**src/rtl/hs_bus_amba_axis_pkg.sv**
```systemverilog
// Shared helpers for the AXI-Stream FIFO slice: packed-word layout and the
// per-cycle FIFO operation encoding.
package hs_bus_amba_axis_pkg;

   typedef enum logic [1:0] {
      OP_IDLE = 2'b00,
      OP_RD   = 2'b01,
      OP_WR   = 2'b10,
      OP_BOTH = 2'b11
   } fifo_op_e;

   // Optional sideband fields may be zero-width; ports still need at least one bit.
   function automatic int fld_w(input int w);
      return (w > 0) ? w : 1;
   endfunction

   function automatic int word_w(input int data_w, input int strb_w, input int keep_w,
                                 input int id_w, input int dest_w, input int user_w);
      return data_w + strb_w + keep_w + 1 + id_w + dest_w + user_w;
   endfunction

   // Word layout, LSB first: user, dest, id, last, keep, strb, data.
   function automatic int dest_lsb(input int user_w);
      return user_w;
   endfunction

   function automatic int id_lsb(input int user_w, input int dest_w);
      return user_w + dest_w;
   endfunction

   function automatic int last_lsb(input int user_w, input int dest_w, input int id_w);
      return user_w + dest_w + id_w;
   endfunction

   function automatic int keep_lsb(input int user_w, input int dest_w, input int id_w);
      return user_w + dest_w + id_w + 1;
   endfunction

   function automatic int strb_lsb(input int user_w, input int dest_w, input int id_w,
                                   input int keep_w);
      return user_w + dest_w + id_w + 1 + keep_w;
   endfunction

   function automatic int data_lsb(input int user_w, input int dest_w, input int id_w,
                                   input int keep_w, input int strb_w);
      return user_w + dest_w + id_w + 1 + keep_w + strb_w;
   endfunction

endpackage

```
**src/rtl/hs_bus_amba_axis_if.sv**
```systemverilog
// AXI-Stream interface bundle with master and slave modports.
interface hs_bus_amba_axis_if
   import hs_bus_amba_axis_pkg::*;
#(
   parameter int TDATA_WIDTH = 8,
   parameter int TID_WIDTH   = 1,
   parameter int TDEST_WIDTH = 1,
   parameter int TUSER_WIDTH = 1,
   parameter int TSTRB_WIDTH = TDATA_WIDTH / 8,
   parameter int TKEEP_WIDTH = TDATA_WIDTH / 8
);

   logic                            tvalid;
   logic                            tready;
   logic [TDATA_WIDTH-1:0]          tdata;
   logic [fld_w(TSTRB_WIDTH)-1:0]   tstrb;
   logic [fld_w(TKEEP_WIDTH)-1:0]   tkeep;
   logic                            tlast;
   logic [fld_w(TID_WIDTH)-1:0]     tid;
   logic [fld_w(TDEST_WIDTH)-1:0]   tdest;
   logic [fld_w(TUSER_WIDTH)-1:0]   tuser;
   logic                            twakeup;

   modport master (
      output tvalid, tdata, tstrb, tkeep, tlast, tid, tdest, tuser, twakeup,
      input  tready
   );

   modport slave (
      input  tvalid, tdata, tstrb, tkeep, tlast, tid, tdest, tuser, twakeup,
      output tready
   );

endinterface

```
**src/rtl/hs_bus_amba_axis_fifo_ram.sv**
```systemverilog
// DEPTH x WORD_W register array: one synchronous write port, one asynchronous read port.
module hs_bus_amba_axis_fifo_ram #(
   parameter int DEPTH  = 4,
   parameter int WORD_W = 8,
   parameter int ADDR_W = $clog2(DEPTH)
) (
   input  logic              clk,
   input  logic              we,
   input  logic [ADDR_W-1:0] waddr,
   input  logic [WORD_W-1:0] wdata,
   input  logic [ADDR_W-1:0] raddr,
   output logic [WORD_W-1:0] rdata
);

   logic [WORD_W-1:0] mem [DEPTH];

   always_ff @(posedge clk) begin
      if (we) begin
         mem[waddr] <= wdata;
      end
   end

   assign rdata = mem[raddr];

endmodule

```
**src/rtl/hs_bus_amba_axis_w2sif_fifo.sv**
```systemverilog
// Interface-to-wire AXI-Stream adapter with a first-word-fall-through FIFO.
// Define HS_BUS_AMBA_AXIS_W2SIF_FIFO_PKT_MODE_EN to hold output until whole packets are stored.
module hs_bus_amba_axis_w2sif_fifo
   import hs_bus_amba_axis_pkg::*;
#(
   parameter int TDATA_WIDTH = 8,
   parameter int TID_WIDTH   = 1,
   parameter int TDEST_WIDTH = 1,
   parameter int TUSER_WIDTH = 1,
   parameter int TSTRB_WIDTH = TDATA_WIDTH / 8,
   parameter int TKEEP_WIDTH = TDATA_WIDTH / 8,
   parameter int DEPTH       = 4,
   localparam int LVL_W      = $clog2(DEPTH + 1)
) (
   input  logic                          aclk,
   input  logic                          aresetn,
   hs_bus_amba_axis_if.slave             s_axis_if,
   output logic                          m_axis_tvalid,
   input  logic                          m_axis_tready,
   output logic [TDATA_WIDTH-1:0]        m_axis_tdata,
   output logic [fld_w(TSTRB_WIDTH)-1:0] m_axis_tstrb,
   output logic [fld_w(TKEEP_WIDTH)-1:0] m_axis_tkeep,
   output logic                          m_axis_tlast,
   output logic [fld_w(TID_WIDTH)-1:0]   m_axis_tid,
   output logic [fld_w(TDEST_WIDTH)-1:0] m_axis_tdest,
   output logic [fld_w(TUSER_WIDTH)-1:0] m_axis_tuser,
   output logic                          m_axis_twakeup,
   output logic [LVL_W-1:0]              lvl,
   output logic                          full,
   output logic                          empty
);

   localparam int ADDR_W   = $clog2(DEPTH);
   localparam int WORD_W   = word_w(TDATA_WIDTH, TSTRB_WIDTH, TKEEP_WIDTH,
                                    TID_WIDTH, TDEST_WIDTH, TUSER_WIDTH);
   localparam int DEST_LSB = dest_lsb(TUSER_WIDTH);
   localparam int ID_LSB   = id_lsb(TUSER_WIDTH, TDEST_WIDTH);
   localparam int LAST_LSB = last_lsb(TUSER_WIDTH, TDEST_WIDTH, TID_WIDTH);
   localparam int KEEP_LSB = keep_lsb(TUSER_WIDTH, TDEST_WIDTH, TID_WIDTH);
   localparam int STRB_LSB = strb_lsb(TUSER_WIDTH, TDEST_WIDTH, TID_WIDTH, TKEEP_WIDTH);
   localparam int DATA_LSB = data_lsb(TUSER_WIDTH, TDEST_WIDTH, TID_WIDTH, TKEEP_WIDTH,
                                      TSTRB_WIDTH);

   logic [ADDR_W-1:0] wr_ptr;
   logic [ADDR_W-1:0] rd_ptr;
   logic [LVL_W-1:0]  lvl_q;
   logic [LVL_W-1:0]  lvl_nxt;
   logic              full_q;
   logic              empty_q;
   logic              wr_en;
   logic              rd_en;
   fifo_op_e          op;
   logic [WORD_W-1:0] wr_word;
   logic [WORD_W-1:0] rd_word;

   assign s_axis_if.tready = !full_q;
   assign wr_en            = s_axis_if.tvalid && !full_q;
   assign rd_en            = m_axis_tvalid && m_axis_tready;
   assign op               = fifo_op_e'({wr_en, rd_en});

   assign lvl            = lvl_q;
   assign full           = full_q;
   assign empty          = empty_q;
   assign m_axis_twakeup = s_axis_if.twakeup | !empty_q;

   // Mandatory fields always occupy the word; optional ones only when non-zero width.
   assign wr_word[DATA_LSB +: TDATA_WIDTH] = s_axis_if.tdata;
   assign wr_word[LAST_LSB]                = s_axis_if.tlast;
   assign m_axis_tdata                     = rd_word[DATA_LSB +: TDATA_WIDTH];
   assign m_axis_tlast                     = rd_word[LAST_LSB];

   generate
      if (TSTRB_WIDTH > 0) begin : g_strb
         assign wr_word[STRB_LSB +: TSTRB_WIDTH] = s_axis_if.tstrb;
         assign m_axis_tstrb                     = rd_word[STRB_LSB +: TSTRB_WIDTH];
      end else begin : g_no_strb
         assign m_axis_tstrb = '0;
      end
      if (TKEEP_WIDTH > 0) begin : g_keep
         assign wr_word[KEEP_LSB +: TKEEP_WIDTH] = s_axis_if.tkeep;
         assign m_axis_tkeep                     = rd_word[KEEP_LSB +: TKEEP_WIDTH];
      end else begin : g_no_keep
         assign m_axis_tkeep = '0;
      end
      if (TID_WIDTH > 0) begin : g_id
         assign wr_word[ID_LSB +: TID_WIDTH] = s_axis_if.tid;
         assign m_axis_tid                   = rd_word[ID_LSB +: TID_WIDTH];
      end else begin : g_no_id
         assign m_axis_tid = '0;
      end
      if (TDEST_WIDTH > 0) begin : g_dest
         assign wr_word[DEST_LSB +: TDEST_WIDTH] = s_axis_if.tdest;
         assign m_axis_tdest                     = rd_word[DEST_LSB +: TDEST_WIDTH];
      end else begin : g_no_dest
         assign m_axis_tdest = '0;
      end
      if (TUSER_WIDTH > 0) begin : g_user
         assign wr_word[0 +: TUSER_WIDTH] = s_axis_if.tuser;
         assign m_axis_tuser              = rd_word[0 +: TUSER_WIDTH];
      end else begin : g_no_user
         assign m_axis_tuser = '0;
      end
   endgenerate

   hs_bus_amba_axis_fifo_ram #(
      .DEPTH  (DEPTH),
      .WORD_W (WORD_W),
      .ADDR_W (ADDR_W)
   ) u_ram (
      .clk   (aclk),
      .we    (wr_en),
      .waddr (wr_ptr),
      .wdata (wr_word),
      .raddr (rd_ptr),
      .rdata (rd_word)
   );

   always_comb begin
      lvl_nxt = lvl_q;
      unique case (op)
         OP_WR:   lvl_nxt = lvl_q + LVL_W'(1);
         OP_RD:   lvl_nxt = lvl_q - LVL_W'(1);
         default: lvl_nxt = lvl_q;
      endcase
   end

   // Status flags are registered alongside the pointers so they never glitch.
   always_ff @(posedge aclk or negedge aresetn) begin
      if (!aresetn) begin
         wr_ptr  <= '0;
         rd_ptr  <= '0;
         lvl_q   <= '0;
         full_q  <= 1'b0;
         empty_q <= 1'b1;
      end else begin
         if (wr_en) begin
            wr_ptr <= wr_ptr + ADDR_W'(1);
         end
         if (rd_en) begin
            rd_ptr <= rd_ptr + ADDR_W'(1);
         end
         lvl_q   <= lvl_nxt;
         full_q  <= (lvl_nxt == LVL_W'(DEPTH));
         empty_q <= (lvl_nxt == '0);
      end
   end

`ifdef HS_BUS_AMBA_AXIS_W2SIF_FIFO_PKT_MODE_EN
   logic [LVL_W-1:0] pkt_cnt;
   logic             releasing;
   logic             wr_last;
   logic             rd_last;

   assign wr_last = wr_en && s_axis_if.tlast;
   assign rd_last = rd_en && m_axis_tlast;

   // releasing keeps valid up for the tail of a packet that was let out early
   // (by the full term) until its tlast beat leaves or the FIFO drains.
   always_ff @(posedge aclk or negedge aresetn) begin
      if (!aresetn) begin
         pkt_cnt   <= '0;
         releasing <= 1'b0;
      end else begin
         unique case ({wr_last, rd_last})
            2'b10:   pkt_cnt <= pkt_cnt + LVL_W'(1);
            2'b01:   pkt_cnt <= pkt_cnt - LVL_W'(1);
            default: pkt_cnt <= pkt_cnt;
         endcase
         if (rd_last || (rd_en && (lvl_nxt == '0))) begin
            releasing <= 1'b0;
         end else if (m_axis_tvalid) begin
            releasing <= 1'b1;
         end
      end
   end

   assign m_axis_tvalid = !empty_q && ((pkt_cnt != '0) || full_q || releasing);
`else
   assign m_axis_tvalid = !empty_q;
`endif

endmodule

```
**src/flat_wrapper.sv**
```systemverilog
// flat-port wrapper written by rule: the top's interface ports become plain ports
module hs_bus_amba_axis_w2sif_fifo_flat import hs_bus_amba_axis_pkg::*;
#(
   parameter int TDATA_WIDTH = 8,
   parameter int TID_WIDTH   = 1,
   parameter int TDEST_WIDTH = 1,
   parameter int TUSER_WIDTH = 1,
   parameter int TSTRB_WIDTH = TDATA_WIDTH / 8,
   parameter int TKEEP_WIDTH = TDATA_WIDTH / 8,
   parameter int DEPTH       = 4,
   localparam int LVL_W      = $clog2(DEPTH + 1)
)
  (aclk, aresetn, m_axis_tvalid, m_axis_tready, m_axis_tdata, m_axis_tstrb, m_axis_tkeep, m_axis_tlast, m_axis_tid, m_axis_tdest, m_axis_tuser, m_axis_twakeup, lvl, full, empty, s_axis_if_tvalid, s_axis_if_tdata, s_axis_if_tstrb, s_axis_if_tkeep, s_axis_if_tlast, s_axis_if_tid, s_axis_if_tdest, s_axis_if_tuser, s_axis_if_twakeup, s_axis_if_tready);
  hs_bus_amba_axis_if #(.TDATA_WIDTH(TDATA_WIDTH), .TID_WIDTH(TID_WIDTH), .TDEST_WIDTH(TDEST_WIDTH), .TUSER_WIDTH(TUSER_WIDTH), .TSTRB_WIDTH(TSTRB_WIDTH), .TKEEP_WIDTH(TKEEP_WIDTH)) s_axis_if_i ();
  input  logic aclk;
  input  logic aresetn;
  output logic m_axis_tvalid;
  input  logic m_axis_tready;
  output logic [TDATA_WIDTH-1:0] m_axis_tdata;
  output logic [fld_w(TSTRB_WIDTH)-1:0] m_axis_tstrb;
  output logic [fld_w(TKEEP_WIDTH)-1:0] m_axis_tkeep;
  output logic m_axis_tlast;
  output logic [fld_w(TID_WIDTH)-1:0] m_axis_tid;
  output logic [fld_w(TDEST_WIDTH)-1:0] m_axis_tdest;
  output logic [fld_w(TUSER_WIDTH)-1:0] m_axis_tuser;
  output logic m_axis_twakeup;
  output logic [LVL_W-1:0] lvl;
  output logic full;
  output logic empty;
  input wire logic [$bits(s_axis_if_i.tvalid)-1:0] s_axis_if_tvalid;
  input wire logic [$bits(s_axis_if_i.tdata)-1:0] s_axis_if_tdata;
  input wire logic [$bits(s_axis_if_i.tstrb)-1:0] s_axis_if_tstrb;
  input wire logic [$bits(s_axis_if_i.tkeep)-1:0] s_axis_if_tkeep;
  input wire logic [$bits(s_axis_if_i.tlast)-1:0] s_axis_if_tlast;
  input wire logic [$bits(s_axis_if_i.tid)-1:0] s_axis_if_tid;
  input wire logic [$bits(s_axis_if_i.tdest)-1:0] s_axis_if_tdest;
  input wire logic [$bits(s_axis_if_i.tuser)-1:0] s_axis_if_tuser;
  input wire logic [$bits(s_axis_if_i.twakeup)-1:0] s_axis_if_twakeup;
  output wire logic [$bits(s_axis_if_i.tready)-1:0] s_axis_if_tready;
  assign s_axis_if_i.tvalid = s_axis_if_tvalid;
  assign s_axis_if_i.tdata = s_axis_if_tdata;
  assign s_axis_if_i.tstrb = s_axis_if_tstrb;
  assign s_axis_if_i.tkeep = s_axis_if_tkeep;
  assign s_axis_if_i.tlast = s_axis_if_tlast;
  assign s_axis_if_i.tid = s_axis_if_tid;
  assign s_axis_if_i.tdest = s_axis_if_tdest;
  assign s_axis_if_i.tuser = s_axis_if_tuser;
  assign s_axis_if_i.twakeup = s_axis_if_twakeup;
  assign s_axis_if_tready = s_axis_if_i.tready;
  hs_bus_amba_axis_w2sif_fifo #(.TDATA_WIDTH(TDATA_WIDTH), .TID_WIDTH(TID_WIDTH), .TDEST_WIDTH(TDEST_WIDTH), .TUSER_WIDTH(TUSER_WIDTH), .TSTRB_WIDTH(TSTRB_WIDTH), .TKEEP_WIDTH(TKEEP_WIDTH), .DEPTH(DEPTH)) u_core (.aclk(aclk), .aresetn(aresetn), .s_axis_if(s_axis_if_i), .m_axis_tvalid(m_axis_tvalid), .m_axis_tready(m_axis_tready), .m_axis_tdata(m_axis_tdata), .m_axis_tstrb(m_axis_tstrb), .m_axis_tkeep(m_axis_tkeep), .m_axis_tlast(m_axis_tlast), .m_axis_tid(m_axis_tid), .m_axis_tdest(m_axis_tdest), .m_axis_tuser(m_axis_tuser), .m_axis_twakeup(m_axis_twakeup), .lvl(lvl), .full(full), .empty(empty));
endmodule
```
**config.mk**
```make
export PLATFORM = sky130hd
export DESIGN_NAME = hs_bus_amba_axis_w2sif_fifo_flat
export DESIGN_NICKNAME = d
export VERILOG_FILES = /design/src/rtl/hs_bus_amba_axis_pkg.sv /design/src/rtl/hs_bus_amba_axis_if.sv /design/src/rtl/hs_bus_amba_axis_fifo_ram.sv /design/src/rtl/hs_bus_amba_axis_w2sif_fifo.sv /design/src/flat_wrapper.sv
export SDC_FILE = /design/constraint.sdc
export NUM_CORES = 1
export LEC_CHECK = 0
export ABC_AREA = 1
export BUFFER_PORTS_ARGS = -buffer_cell sky130_fd_sc_hd__buf_2
export CAP_MARGIN = 25
export CORE_ASPECT_RATIO = 0.7
export CORE_MARGIN = 2
export CORE_UTILIZATION = 38
export CTS_BUF_LIST = sky130_fd_sc_hd__clkbuf_2 sky130_fd_sc_hd__clkbuf_4 sky130_fd_sc_hd__clkbuf_8
export CTS_CLUSTER_SIZE = 25
export DETAILED_ROUTE_END_ITERATION = 12
export HOLD_SLACK_MARGIN = 0.03
export PLACE_DENSITY_LB_ADDON = 0.12
export SLEW_MARGIN = 5
export SYNTH_ARGS = -nofsm -noshare
export SYNTH_HDL_FRONTEND = slang
export SYNTH_HIERARCHICAL = 1
export SYNTH_SLANG_ARGS = --single-unit
```
**constraint.sdc**
```tcl
create_clock -name aclk -period 2.28 [get_ports aclk]
set_input_delay 0.57 -clock aclk [delete_from_list [all_inputs] [get_ports aclk]]
set_output_delay 0.57 -clock aclk [all_outputs]
set_load 0.01 [all_outputs]
```
==> summary.md, run 1 <==
| Metric | Value |
|---|---|
| Overall routing resource usage | `0.144` |
| Kind of path behind the tightest hold check | `in2async` |
| End of the worst register-to-register path | `u_core/empty` |
| Path type of the worst setup path | `reg2out` |
| Most frequent cell after synthesis | `sky130_fd_sc_hd__nand2_1` |
| Setup TNS | `0 ns` |
| Initial antenna violation count | `0` |
| Avg Inst Size Synth | `10.4 µm²` |
| Filler cells | `672` |
| Post-cts repair resize count | `0` |
| Reported max-cap violation count | `0` |
| Final critical-path share of the clock period | `0.922` |
| Category of the worst setup path launch point | `flip-flop` |
| Skew-Pair Late Insertion Delay | `0.33 ns` |
| Synthesized netlist cell count | `roughly 270` |
| Total number of vias | `1794` |
| CP max FO | `28` |
| Critical path data arrival time | `1.53 ns` |
| Vertical die dimension | `76.2 µm` |
| Relative slew margins | `0.654` |
| Worst ir drop on vdd | `0.508 mV` |
| Post-synthesis sequential element count | `65` |
| Post-layout minimum cycle time | `~2.1 ns` |
| Drt wl/cell | `between 10 and 15 µm` |
| Slack of the worst reg-to-reg path | `0.38 ns` |
| Remaining number of nets flagged by the antenna check after routing | `0` |
| Worst Tran Pin Value | `around 0.52 ns` |
| Number of nets in the synthesized netlist | `294` |
| Minimum setup slack in the final design | `0.178 ns` |
| DP Worst Slack | `roughly 0.27 ns` |
| DP HPWL | `3400 µm` |
| Layout overhead on the synthesized area | `20.7%` |
| Average vias per placed instance | `around 4.2` |
| Core box area | `about 0.0073 mm²` |
| Worst EP required | `1.71 ns` |
| Most frequently used flop master after synthesis | `sky130_fd_sc_hd__edfxtp_1` |
| Diodes inserted | `0` |
| Post-route DRC | `0` |
| Largest buffer count on any clock path | `2` |
| Drt first pass iters | `4` |
| Remaining Overflow, GRT | `0` |
| Number of distinct library cells after synthesis | `19` |
| Post-synthesis cell area | `0.00283 mm²` |
| Hold buffer count at CTS | `0` |
| Yosys synthesis warning count | `6` |
| Leading post-synthesis cells by cell area | `sky130_fd_sc_hd__edfxtp_1 (59%), sky130_fd_sc_hd__nand2_1 (10%), sky130_fd_sc_hd__inv_1 (9.6%), sky130_fd_sc_hd__dfrtp_1 (7.1%), sky130_fd_sc_hd__nand3_1 (5.1%)` |
| Post-CTS Repair Setup Buffers | `0` |
| Origin of the critical flop-to-flop path | `u_core/empty` |
| Proportion of layout cells with a drive suffix above 1 | `0.226` |
| Via count of the first global-routing pass | `1752` |
| Multi-input gate area | `roughly 590 µm²` |
| Number of nets in the layout | `348` |
| Clock sink count | `65` |
| Finish-stage setup viols | `0` |
| Worst R2R Path Depth | `8` |
| Aggregate routed wire length | `roughly 5300 µm` |
| Number of CTS-inserted buffers | `9` |
| Overall die area | `0.00816 mm²` |
| RSZ-0062 raised after global routing | `false` |
| Run status | `completed` |
| Clk Tree Root Cell | `sky130_fd_sc_hd__clkbuf_8` |
| Global-route wire length before repair | `8690 µm` |
| Fin. Hold Viols | `0` |
| Cell type with the largest total area after synthesis | `sky130_fd_sc_hd__edfxtp_1` |
| Placer congestion estimate | `0.804` |
| Leakage | `1.65 nW` |
| Proportion of synthesized flip-flops having asynchronous set or reset | `0.138` |
| Category of the worst setup path capture point | `output pin` |
| Non-filler instance count after layout | `430` |
| Pins over their slew limit | `0` |
| Top-level port count | `41` |
| Maximum number of pins on one net before global-route repair | `31` |
| Standard-cell rows | `26` |
| Number of enable flip-flop cells after synthesis | `56` |
| Fmax | `0.476 GHz` |
| Proportion of netlist area held by the largest area contributor | `0.594` |
| Fin Clk Skew | `around 0.0064 ns` |
| Hold WS | `0.0805 ns` |
| Starting density of the core | `0.390` |
| Clock tree from TritonCTS | `done` |
| Quantity of I/O buffers inserted on ports | `40` |
| Top post-synthesis cells by count | `sky130_fd_sc_hd__nand2_1 (77), sky130_fd_sc_hd__inv_1 (72), sky130_fd_sc_hd__edfxtp_1 (56)` |
| Sequential-to-total area share from yosys stat | `0.674` |
| Ratio of total power to cell area | `1280 mW/mm²` |
| Placed Cells incl. Taps | `between 400 and 500` |
| H-tree depth | `3` |
| Footprint of the flip-flops and latches | `0.00191 mm²` |
| Iter 0 DRT Violations | `just over 60` |
| Horizontal die dimension | `107 µm` |
| Clock-pin slew on the worst setup and hold paths | `0.07 ns` |
-- report_power, final --
| part | internal (mW) | switching, mW |
|---|---|---|
| Clock | 0.733 | 0.413 |
| Combinational | 0.537 | 0.986 |
| Sequential | 1.59 | 0.110 |
-- cells in the final DEF, fill, tap and decap left out, types with 2 or more instances in the layout --
cell                        Yosys  routed
sky130_fd_sc_hd__buf_2          0      40
sky130_fd_sc_hd__clkbuf_8       0       9
sky130_fd_sc_hd__nor2_1         7       7
sky130_fd_sc_hd__nor3_2         0       4
sky130_fd_sc_hd__xor2_1         3       3
sky130_fd_sc_hd__bufinv_16      0       3
sky130_fd_sc_hd__inv_1         72      72
sky130_fd_sc_hd__nand3_1       29      29
sky130_fd_sc_hd__nand2_1       77      77
sky130_fd_sc_hd__buf_4          2      10
sky130_fd_sc_hd__dfrtp_1        8       8
sky130_fd_sc_hd__inv_2          2       2
sky130_fd_sc_hd__edfxtp_1      56      56
-- sequential cells by signal, indices dropped and copies added (netlist names) --
name	flops
u_core/full	1
u_core/rd_ptr	2
u_core/wr_ptr	2
u_core/u_ram/mem	56
u_core/lvl	3
u_core/empty	1
-- how the worst max path moves through the flow --
stage	start	endpoint	slack, ns	cells past startpoint
global placement	m_axis_tready	u_core/empty	0.30	8
global route	u_core/rd_ptr[0]	m_axis_tstrb	0.02	5
finish	u_core/rd_ptr[0]	m_axis_tdata[7]	0.18	5
detailed placement	m_axis_tready	u_core/empty	0.27	8
floorplan	s_axis_if_tvalid	u_core/u_ram/mem[0][0]	0.13	4
CTS	u_core/rd_ptr[0]	m_axis_tstrb	0.14	5
-- worst max-delay path, stage by stage, from the launching register on --
cell and delay (ns):
sky130_fd_sc_hd__dfrtp_1 0.40, sky130_fd_sc_hd__inv_2 0.40, sky130_fd_sc_hd__nand2_1 0.11, sky130_fd_sc_hd__nand3_1 0.09, sky130_fd_sc_hd__nand2_1 0.06, sky130_fd_sc_hd__buf_2 0.14
-- stage by stage --
stage	util	power [mW]	instance area, µm²
6_report	0.471	4.36	3410
3_5_place_dp	0.438	3.29	3180
4_1_cts	0.471	4.44	3410
5_1_grt	0.471	4.71	3410
3_3_place_gp	0.438	3.27	3180
2_1_floorplan	-	2.74	2830
-- cell type report --
cell class	count	area share
clock buffers	10	0.0385
inverters	74	0.0814
repair buffers	50	0.0806
multi-input cells	127	0.173
clock inverters	6	0.0312
well taps	98	0.0359
flip-flops and latches	65	0.559
-- metal layers --
metal | share of wire | GRT usage | vias to the layer above
met4 | 0.0096 | 0.0429 | 0
li1 | - | - | 945
met3 | 0.049 | 0.0590 | 5
met2 | 0.45 | 0.224 | 36
met5 | 0 | 0 | -
met1 | 0.50 | 0.185 | 808
-- cells by family after synthesis --
| family | Yosys count | synth area share |
|---|---|---|
| simple gates | 120 | 0.176 |
| buf+inv | 81 | 0.123 |
| flops | 65 | 0.674 |
| xor+xnor | 3 | 0.00929 |
| compound gates | 2 | 0.00486 |
| fa+ha+maj | 2 | 0.0115 |
No activity file was read; power rests on OpenSTA's default activity.
==> inputs of run 2 (changes only) <==
--- a/config.mk
+++ b/config.mk
@@ -15,7 +15,7 @@
 export CTS_CLUSTER_SIZE = 25
 export DETAILED_ROUTE_END_ITERATION = 12
 export HOLD_SLACK_MARGIN = 0.03
-export PLACE_DENSITY_LB_ADDON = 0.12
+export PLACE_DENSITY = 0.58
 export SLEW_MARGIN = 5
 export SYNTH_ARGS = -nofsm -noshare
 export SYNTH_HDL_FRONTEND = slang
==> summary.md, run 2 (synthesis results as in run 1) <==
| Metric | Value |
|---|---|
| Fin. Hold Viols | `0` |
| Met2 GRT Util | `0.247` |
| Average vias per placed instance | `4.31` |
| Layer with the highest usage | `met2` |
| Largest buffer count on any clock path | `2` |
| Quantity of I/O buffers inserted on ports | `40` |
| H-tree depth | `3` |
| Core box area | `0.00725 mm²` |
| Reported max-cap violation count | `0` |
| Post-layout minimum cycle time | `2.09 ns` |
| Total number of vias | `1845` |
| Post-route DRC | `0` |
| Maximum number of pins on one net before global-route repair | `31` |
| CP max FO | `28` |
| Origin of the critical flop-to-flop path | `u_core/empty` |
| DP HPWL | `3480 µm` |
| Leading cell type in the layout, fill and taps excluded | `sky130_fd_sc_hd__nand2_1` |
| Diodes inserted | `0` |
| Standard-cell rows | `26` |
| Overall die area | `roughly 0.0082 mm²` |
| Finish-stage setup viols | `0` |
| Clock-pin slew on the worst setup and hold paths | `0.06 ns` |
| Initial antenna violation count | `0` |
| Relative slew margins | `0.661` |
| Filler cells | `700` |
| Final critical-path share of the clock period | `0.917` |
| Path type of the worst setup path | `reg2out` |
| GR met1 Demand/Resource | `0.182` |
| Starting density of the core | `0.390` |
| RSZ-0062 raised after global routing | `false` |
| Iter 0 DRT Violations | `68` |
| Hold WS | `0.0811 ns` |
| Clk Tree Root Cell | `sky130_fd_sc_hd__clkbuf_8` |
| Max reg flops | `56` |
| Number of CTS-inserted buffers | `9` |
| Overall routing resource usage | `0.149` |
| Placer congestion estimate | `0.754` |
| Remaining Overflow, GRT | `0` |
| Vertical die dimension | `76.2 µm` |
| End of the worst register-to-register path | `u_core/empty` |
| Number of nets in the layout | `346` |
| Layout overhead on the synthesized area | `19.7%` |
| Worst R2R Path Depth | `8` |
| Horizontal die dimension | `107 µm` |
| Drt first pass iters | `4` |
| Hold buffer count at CTS | `0` |
| Ratio of total power to cell area | `1260 mW/mm²` |
| Kind of path behind the tightest hold check | `in2async` |
| Pins over their slew limit | `0` |
| Run status | `completed` |
| Skew-Pair Late Insertion Delay | `0.33 ns` |
| Worst ir drop on vdd | `~0.48 mV` |
| Category of the worst setup path capture point | `output pin` |
| Worst EP required | `1.71 ns` |
| Proportion of layout cells with a drive suffix above 1 | `0.218` |
| Clock tree from TritonCTS | `done` |
| Global-route wire length before repair | `9080 µm` |
| Slack of the worst reg-to-reg path | `0.38 ns` |
| Remaining number of nets flagged by the antenna check after routing | `0` |
| Top-level port count | `41` |
| Post-cts repair resize count | `0` |
| Worst Tran Pin Value | `0.508 ns` |
| Category of the worst setup path launch point | `flip-flop` |
| Clock sink count | `65` |
| Post-CTS Repair Setup Buffers | `0` |
| Fmax | `about 0.48 GHz` |
| Leading cell types in the layout, fill and taps excluded | `sky130_fd_sc_hd__nand2_1 (77), sky130_fd_sc_hd__inv_1 (72), sky130_fd_sc_hd__edfxtp_1 (56)` |
| Aggregate routed wire length | `between 5000 and 6000 µm` |
| Fin Clk Skew | `0.00526 ns` |
| Largest register by flop count | `u_core/u_ram/mem` |
| Critical path data arrival time | `1.52 ns` |
| Leakage | `1.63 nW` |
| Setup TNS | `0 ns` |
| Via count of the first global-routing pass | `1864` |
| Drt wl/cell | `12.8 µm` |
| Met3 track demand over resource in global routing | `0.0496` |
-- run 2: cell count changes in the layout (fill, tap and decap cells not counted), sizes merged --
cell      change
clkbuf        +2
clkinvlp      -1
buf           -2
bufinv        -1
-- run 2: worst max-delay path, stage by stage (launching register included) --
cell and delay [ns]:
sky130_fd_sc_hd__dfrtp_1 0.39, sky130_fd_sc_hd__inv_2 0.39, sky130_fd_sc_hd__nand2_1 0.11, sky130_fd_sc_hd__nand3_1 0.09
sky130_fd_sc_hd__nand2_1 0.07, sky130_fd_sc_hd__buf_2 0.14
-- run 2: worst max-delay path by stage --
stage / from / end / depth (start not counted)
floorplan: s_axis_if_tvalid / u_core/u_ram/mem[0][0] / 4
global placement: m_axis_tready / u_core/empty / 8
detailed placement: m_axis_tready / u_core/empty / 8
CTS: u_core/rd_ptr[0] / m_axis_tdata[1] / 5
global route: u_core/rd_ptr[0] / m_axis_tdata[6] / 5
finish: u_core/rd_ptr[0] / m_axis_tdata[1] / 5
-- run 2: report_power, final --
| part | internal (mW) | switching [mW] |
|---|---|---|
| combinational | 0.536 | 0.997 |
| sequential | 1.59 | 0.120 |
| clock | 0.646 | 0.397 |
| total | 2.77 | 1.51 |
-- run 2: per-stage QoR --
step / worst slack, ns / power, mW / util / area (µm²) / cells
2_1_floorplan: 0.129 / 2.74 / - / 2830 / 273
3_3_place_gp: 0.321 / 3.25 / 0.437 / 3170 / 412
3_5_place_dp: 0.277 / 3.28 / 0.437 / 3170 / 412
4_1_cts: 0.145 / 4.33 / 0.467 / 3390 / 428
5_1_grt: 0.0457 / 4.61 / 0.467 / 3390 / 428
6_report: 0.188 / 4.28 / 0.467 / 3390 / 428
-- run 2: final cells by class --
cell class	instances	area, µm²	area share
Timing Repair Buffer	48	273	0.0805
Inverter	74	278	0.0820
Clock inverter	4	67.6	0.0199
Clock buffer	12	146	0.0432
Sequential cell	65	1910	0.563
Tap cell	98	123	0.0362
Multi-Input combinational cell	127	592	0.175
-- run 2: metal layers --
layer  routed length [µm]  up-vias
li1                     -      945
met1                 2650      858
met2                 2530       37
met3                  241        5
met4                   38        0
met5                    0        -
